===== src/rtl/ryuki_datatypes.sv =====
// Shared trace datatypes for the trace scheduler.
// Optional feature macro: TRACE_SCHEDULER_TIMESTAMP_EN adds the timestamp field to FIFO entries.
package ryuki_datatypes;

    // Trace record emitted by a producer.
    typedef logic [31:0] trace_output;

    localparam int unsigned TRACE_SRC_IDX_WIDTH    = 3;   // covers up to 8 sources
    localparam int unsigned TRACE_DROP_COUNT_WIDTH = 16;
    localparam int unsigned TRACE_TIMESTAMP_WIDTH  = 32;

    // One buffered record on its way to the sink.
    typedef struct packed {
        trace_output                      data;
        logic [TRACE_SRC_IDX_WIDTH-1:0]   source;
`ifdef TRACE_SCHEDULER_TIMESTAMP_EN
        logic [TRACE_TIMESTAMP_WIDTH-1:0] timestamp;
`endif
    } trace_sched_entry;

endpackage


===== src/rtl/trace_fifo.sv =====
// Output FIFO for the trace scheduler: power-of-two depth, generic entry type.
// Head reads as all-zero while empty so no stale entry is ever presented.
module trace_fifo #(
    parameter int unsigned DEPTH   = 4,
    parameter type         entry_t = logic
) (
    input  logic   clk,
    input  logic   rst,
    input  logic   push,
    input  entry_t push_data,
    input  logic   pop,
    output entry_t head,
    output logic   full,
    output logic   empty
);
    localparam int unsigned AW = $clog2(DEPTH);
    localparam logic [AW:0] FULL_COUNT = (AW + 1)'(DEPTH);

    entry_t        mem [DEPTH];
    logic [AW-1:0] wr_ptr;
    logic [AW-1:0] rd_ptr;
    logic [AW:0]   count;

    assign full  = (count == FULL_COUNT);
    assign empty = (count == '0);

    // Present the head entry, masked to zero when empty.
    always_comb begin
        head = mem[rd_ptr];
        if (empty) begin
            head = '0;
        end
    end

    // Storage write; contents need no reset because empty masks the head.
    always_ff @(posedge clk) begin
        if (push) begin
            mem[wr_ptr] <= push_data;
        end
    end

    // Pointers wrap naturally at the power-of-two depth; count tracks occupancy.
    always_ff @(posedge clk or negedge rst) begin
        if (!rst) begin
            wr_ptr <= '0;
            rd_ptr <= '0;
            count  <= '0;
        end else begin
            if (push) begin
                wr_ptr <= wr_ptr + AW'(1);
            end
            if (pop) begin
                rd_ptr <= rd_ptr + AW'(1);
            end
            if (push && !pop) begin
                count <= count + (AW + 1)'(1);
            end else if (pop && !push) begin
                count <= count - (AW + 1)'(1);
            end
        end
    end

endmodule


===== src/rtl/trace_scheduler.sv =====
// Trace scheduler: per-source holding registers, round-robin arbiter, output FIFO and
// saturating drop counter. Optional macro TRACE_SCHEDULER_TIMESTAMP_EN enables capture
// timestamps; without it out_timestamp is tied to zero and no timestamp state exists.
module trace_scheduler
    import ryuki_datatypes::*;
#(
    parameter int unsigned NUM_SOURCES = 2,
    parameter int unsigned FIFO_DEPTH  = 4
) (
    input  logic                                  clk,
    input  logic                                  rst,
    input  logic [NUM_SOURCES-1:0]                src_valid,
    input  trace_output [NUM_SOURCES-1:0]         src_data,
    output logic                                  out_valid,
    input  logic                                  out_ready,
    output trace_output                           out_data,
    output logic [$clog2(NUM_SOURCES)-1:0]        out_source,
    output logic [TRACE_TIMESTAMP_WIDTH-1:0]      out_timestamp,
    input  logic                                  drop_clr,
    output logic [TRACE_DROP_COUNT_WIDTH-1:0]     drop_count,
    output logic                                  drop_sticky
);
    localparam int unsigned SRC_W = $clog2(NUM_SOURCES);
    localparam int unsigned DW    = TRACE_DROP_COUNT_WIDTH;

    logic [NUM_SOURCES-1:0] hold_full;
    trace_output            hold_data [NUM_SOURCES];
`ifdef TRACE_SCHEDULER_TIMESTAMP_EN
    logic [TRACE_TIMESTAMP_WIDTH-1:0] ts_count;
    logic [TRACE_TIMESTAMP_WIDTH-1:0] hold_ts [NUM_SOURCES];
`endif

    logic [SRC_W-1:0]       prio;
    logic                   grant_valid;
    logic [SRC_W-1:0]       grant_idx;
    logic [NUM_SOURCES-1:0] grant_vec;
    logic [NUM_SOURCES-1:0] drop;
    logic [3:0]             drop_num;
    logic [DW-1:0]          drop_base;
    logic [DW:0]            drop_sum;
    logic [DW-1:0]          drop_next;

    logic             fifo_full;
    logic             fifo_empty;
    logic             pop;
    trace_sched_entry push_entry;
    trace_sched_entry head;
    logic             unused_src_bits;

    assign pop = out_valid && out_ready;

    // Round-robin pick: walk offsets downwards so the smallest offset from prio wins.
    always_comb begin
        int unsigned idx;
        grant_valid = 1'b0;
        grant_idx   = '0;
        idx         = 0;
        if (!fifo_full || pop) begin
            for (int k = NUM_SOURCES - 1; k >= 0; k--) begin
                idx = 32'(prio) + 32'(k);
                if (idx >= NUM_SOURCES) begin
                    idx = idx - NUM_SOURCES;
                end
                if (hold_full[idx]) begin
                    grant_valid = 1'b1;
                    grant_idx   = SRC_W'(idx);
                end
            end
        end
        grant_vec = '0;
        if (grant_valid) begin
            grant_vec[grant_idx] = 1'b1;
        end
    end

    // Drops: a full holding register that is not being drained this cycle rejects new data.
    always_comb begin
        drop     = src_valid & hold_full & ~grant_vec;
        drop_num = '0;
        for (int i = 0; i < NUM_SOURCES; i++) begin
            drop_num = drop_num + 4'(drop[i]);
        end
        drop_base = drop_clr ? '0 : drop_count;
        drop_sum  = {1'b0, drop_base} + (DW + 1)'(drop_num);
        drop_next = drop_sum[DW] ? '1 : drop_sum[DW-1:0];
    end

    // Build the FIFO entry for the granted source.
    always_comb begin
        push_entry        = '0;
        push_entry.data   = hold_data[grant_idx];
        push_entry.source = TRACE_SRC_IDX_WIDTH'(grant_idx);
`ifdef TRACE_SCHEDULER_TIMESTAMP_EN
        push_entry.timestamp = hold_ts[grant_idx];
`endif
    end

    // Holding registers, priority pointer and drop bookkeeping.
    always_ff @(posedge clk or negedge rst) begin
        if (!rst) begin
            hold_full   <= '0;
            prio        <= '0;
            drop_count  <= '0;
            drop_sticky <= 1'b0;
            for (int i = 0; i < NUM_SOURCES; i++) begin
                hold_data[i] <= '0;
            end
        end else begin
            for (int i = 0; i < NUM_SOURCES; i++) begin
                // A register drained this cycle can take the new record at the same edge.
                if (src_valid[i] && (!hold_full[i] || grant_vec[i])) begin
                    hold_full[i] <= 1'b1;
                    hold_data[i] <= src_data[i];
                end else if (grant_vec[i]) begin
                    hold_full[i] <= 1'b0;
                end
            end
            if (grant_valid) begin
                prio <= (32'(grant_idx) == NUM_SOURCES - 1) ? '0 : grant_idx + SRC_W'(1);
            end
            drop_count  <= drop_next;
            drop_sticky <= (drop_sticky && !drop_clr) || (|drop);
        end
    end

`ifdef TRACE_SCHEDULER_TIMESTAMP_EN
    // Free-running cycle counter and per-source capture timestamps.
    always_ff @(posedge clk or negedge rst) begin
        if (!rst) begin
            ts_count <= '0;
            for (int i = 0; i < NUM_SOURCES; i++) begin
                hold_ts[i] <= '0;
            end
        end else begin
            ts_count <= ts_count + 32'd1;
            for (int i = 0; i < NUM_SOURCES; i++) begin
                if (src_valid[i] && (!hold_full[i] || grant_vec[i])) begin
                    hold_ts[i] <= ts_count;
                end
            end
        end
    end
    assign out_timestamp = head.timestamp;
`else
    assign out_timestamp = '0;
`endif

    trace_fifo #(
        .DEPTH   (FIFO_DEPTH),
        .entry_t (trace_sched_entry)
    ) u_fifo (
        .clk       (clk),
        .rst       (rst),
        .push      (grant_valid),
        .push_data (push_entry),
        .pop       (pop),
        .head      (head),
        .full      (fifo_full),
        .empty     (fifo_empty)
    );

    assign out_valid       = !fifo_empty;
    assign out_data        = head.data;
    assign out_source      = head.source[SRC_W-1:0];
    assign unused_src_bits = ^head.source;

endmodule


===== config.mk =====
export PLATFORM = sky130hd
export DESIGN_NAME = trace_scheduler
export DESIGN_NICKNAME = d
export VERILOG_FILES = /design/src/rtl/ryuki_datatypes.sv /design/src/rtl/trace_fifo.sv /design/src/rtl/trace_scheduler.sv
export SDC_FILE = /design/constraint.sdc
export NUM_CORES = 1
export LEC_CHECK = 0
export BUFFER_PORTS_ARGS = -buffer_cell sky130_fd_sc_hd__clkbuf_2
export CAP_MARGIN = 20
export CORE_MARGIN = 4
export CORE_UTILIZATION = 55
export DETAILED_ROUTE_END_ITERATION = 6
export GPL_ROUTABILITY_DRIVEN = 0
export PLACE_DENSITY_LB_ADDON = 0.05
export SYNTH_ARGS = -nofsm -noshare
export SYNTH_HDL_FRONTEND = slang
export SYNTH_SLANG_ARGS = --single-unit

===== constraint.sdc =====
create_clock -name clk -period 3 [get_ports clk]
set_input_delay 0.15 -clock clk [delete_from_list [all_inputs] [get_ports clk]]
set_output_delay 0.15 -clock clk [all_outputs]
set_load 0.05 [all_outputs]

==> results.md <==
* CTS buffer count at 24
* Synth top area cells: edfxtp_1 (42%), dfrtp_1 (24%), mux2_2 (8.0%)
* Placement Setup Slack at 0.0205 ns
* Power Dens Cells at 1250 mW/mm^2
* Top cells by count, synth: edfxtp_1 (132), dfrtp_1 (91), mux2_2 (67), and2_1 (38), buf_4 (35)
* YS warnings at 0
* Hold Fails Final Rpt at 0
* Critical R2R Launch: u_fifo.count[1]
* Post-route clock period utilization at 0.917
* Hold slack at 0.125 ns
* Layout area overhead at 24.6%
* Seq pwr share at 0.389
* Most frequent cell after synthesis: edfxtp_1
* Fin Setup TNS at 0 ns
* Initial Util at 0.564
* Post-detail-place hpwl at 11600 um
* Cell Area, Placed at 0.0102 mm^2
* Largest net degree at the start of global routing at 55
* Yosys top cell by area: edfxtp_1
* Sequential area share after synthesis at 0.662
* Final worst path period need at 2.75 ns
* Worst IR Drop VDD at 0.000804 V
* Post-route cell area at 0.0117 mm^2
* Max transition margin at 0.407
* Slew Viols, Final at 0
* WL/cell at 18.5 um
* P_leak at 0.00473 uW
* Vias in the first global route at 5816
* Cells after Synth at 557
* Pint at 9250 uW
* #FFs+latches synth at 223
* Clk pwr share at 0.204
* Drt pass-1 iters at 4
* Hold WC Path Type: input port to flip-flop
* Post-route DRC violation count at 0
* Max-cap violations at 0
* Worst Path Max Fanout at 7
* Final setup violating endpoints at 0
* Most used flip-flop cell after synthesis: edfxtp_1
* Total GRT Usage at 0.193
* Std cell rows at 47
* Crit end category: flip-flop
* Initial DRC count at 187
* CTS root buffer: clkbuf_16
* Worst-skew pair later-pin latency at 0.50 ns
* Distinct cells, synth at 40
* Least-Margin Pin Slew at 0.890 ns
* Final design utilization at 0.703
* Maximum clock frequency at 363 MHz
* Skew final at 0.0188 ns
* CP arrival at 3.10 ns
* Port bufs at 120
* Layout cells sized above 1 at 0.368
* Final ANT Viol Nets at 0
* Die Y at 139 um
* Required time worst endpoint at 3.35 ns
* Global route overflow at 0
* Logic pwr share at 0.407
* Avg Inst Size Synth at 16.9 um^2
* Via-to-Cell Ratio at 5.28
* IO Pins at 153
* Worst R2R Setup Slack at 0.25 ns
* Drt total wl at 18500 um
* Synthesized cell area at 0.00942 mm^2
* Synth top area share at 0.421
* CTS tree: done
* Crit path launch: u_fifo.count[1]
* Final worst slack at 0.249 ns
* Diodes inserted at 0
* First-pass GRT wire length at 29900 um
* Core Footprint at 0.0167 mm^2
* Antenna violations before repair at 0
* H-tree Lvls at 1
* Post-CTS setup buffers at 0
* Nets at 840
* Kind of critical path: flip-flop to flip-flop
* Post-synth ARST share at 0.408
* Die W at 139 um
* CTS clk-pin slew, worst paths at 0.06 ns
* Vias at 5275
* Switching share of total power at 0.369
* HP Start: drop_clr
* Max clock buf depth at 3
* Post-synth EDFFs at 132
* Net Sw Power at 5420 uW
* Clock sink count at 223
* Crit start category: flip-flop
* Die ar. at 0.0193 mm^2
* Outcome: finished clean
metrics by stage:
stage | cells | power, uW
floorplan | 588 | 10200
global placement | 888 | 11500
detailed placement | 888 | 11700
CTS | 1000 | 14800
global route | 1000 | 15400
finish | 1000 | 14700
cell type report:
type | count | area, um^2
tap | 220 | 275
fill | 1159 | 4960
clock inverter | 6 | 77.6
inverter | 10 | 37.5
multi-input combinational | 299 | 2920
timing repair buffer | 204 | 1430
clock buffer | 38 | 757
sequential | 223 | 6240
worst max-delay path, stage by stage, from the launching register on:
cell      delay, ns
dfrtp_1        0.44
nor4b_4        0.35
nand3b_4       0.19
and3_1         0.20
fa_1           0.23
ha_1           0.23
nand3_2        0.18
or4_1          0.59
nor3_1         0.15
a211oi_1       0.07
state kept, by name, indices dropped and copies added, names as in the netlist:
name           flops
drop_count        16
drop_sticky        1
hold_data         64
hold_full          2
prio               1
u_fifo.count       3
u_fifo.mem       132
u_fifo.rd_ptr      2
u_fifo.wr_ptr      2
routing by layer:
layer  up-vias  GRT usage  share of wire
met5         -          0              0
met4         0     0.0335         0.0082
met3        13     0.0297          0.042
met2       129      0.361           0.55
met1      2725      0.240           0.40
li1       2408          -              -
power groups by stage:
| stage | Combinational (uW) | Clock (uW) | Sequential (uW) |
|---|---|---|---|
| after detailed placement | 5960 | 0 | 5780 |
| after global routing | 6360 | 3210 | 5850 |
| after floorplan | 4610 | 0 | 5570 |
| after CTS | 6060 | 3060 | 5720 |
| final | 5960 | 2990 | 5710 |
| after global placement | 5850 | 0 | 5670 |
placed cells by master (no fill, tap or decap), types with 2 or more instances in the layout:
master and count:
clkbuf_1 7, nand2_1 11, buf_4 15, and3_1 2
inv_1 10, clkbuf_16 27, mux4_2 33, clkinv_1 2
bufinv_16 2, dfrtp_1 89, nand2b_1 3, nor4_1 2
nor2_1 9, o21ai_0 10, mux2_2 67, dfrtp_2 2
ha_1 6, nand4_1 2, nand3_1 3, clkbuf_2 119
nor2b_1 5, buf_12 2, nor3_1 8, nand2_2 2
conb_1 32, mux2_1 30, clkinv_2 2, fa_1 2
xor2_1 3, and2_2 4, and2_1 34, edfxtp_1 132
clkbuf_8 4, xnor2_1 14, dlygate4sd3_1 68
timing repair:
| item | in CTS | in global routing |
|---|---|---|
| gates resized for setup | 1 | 4 |
| endpoints found under the setup margin | 1 | 16 |
| hold buffers | 68 | 0 |
| hold endpoints to repair | 120 | 0 |
kinds of logic after synthesis:
kind of cell	after synthesis	synth area share
multiplexers	130	0.195
buffers and inverters	66	0.0436
flip-flops	223	0.662
adder cells (fa/ha/maj)	8	0.0122
AO/OA/AOI/OAI	17	0.0117
AND/OR/NAND/NOR	95	0.0592
other	1	0.000398
XOR/XNOR	17	0.0158
final timing paths:
kind | end | cells past startpoint
max | drop_count[14] | 9
min | drop_count[14] | 2
max reg2reg | drop_count[14] | 9
min reg2reg | hold_data[26] | 1
max in group asynchronous | hold_data[44] | 3
min in group asynchronous | drop_count[14] | 2
(Power assumes the default switching activity.)
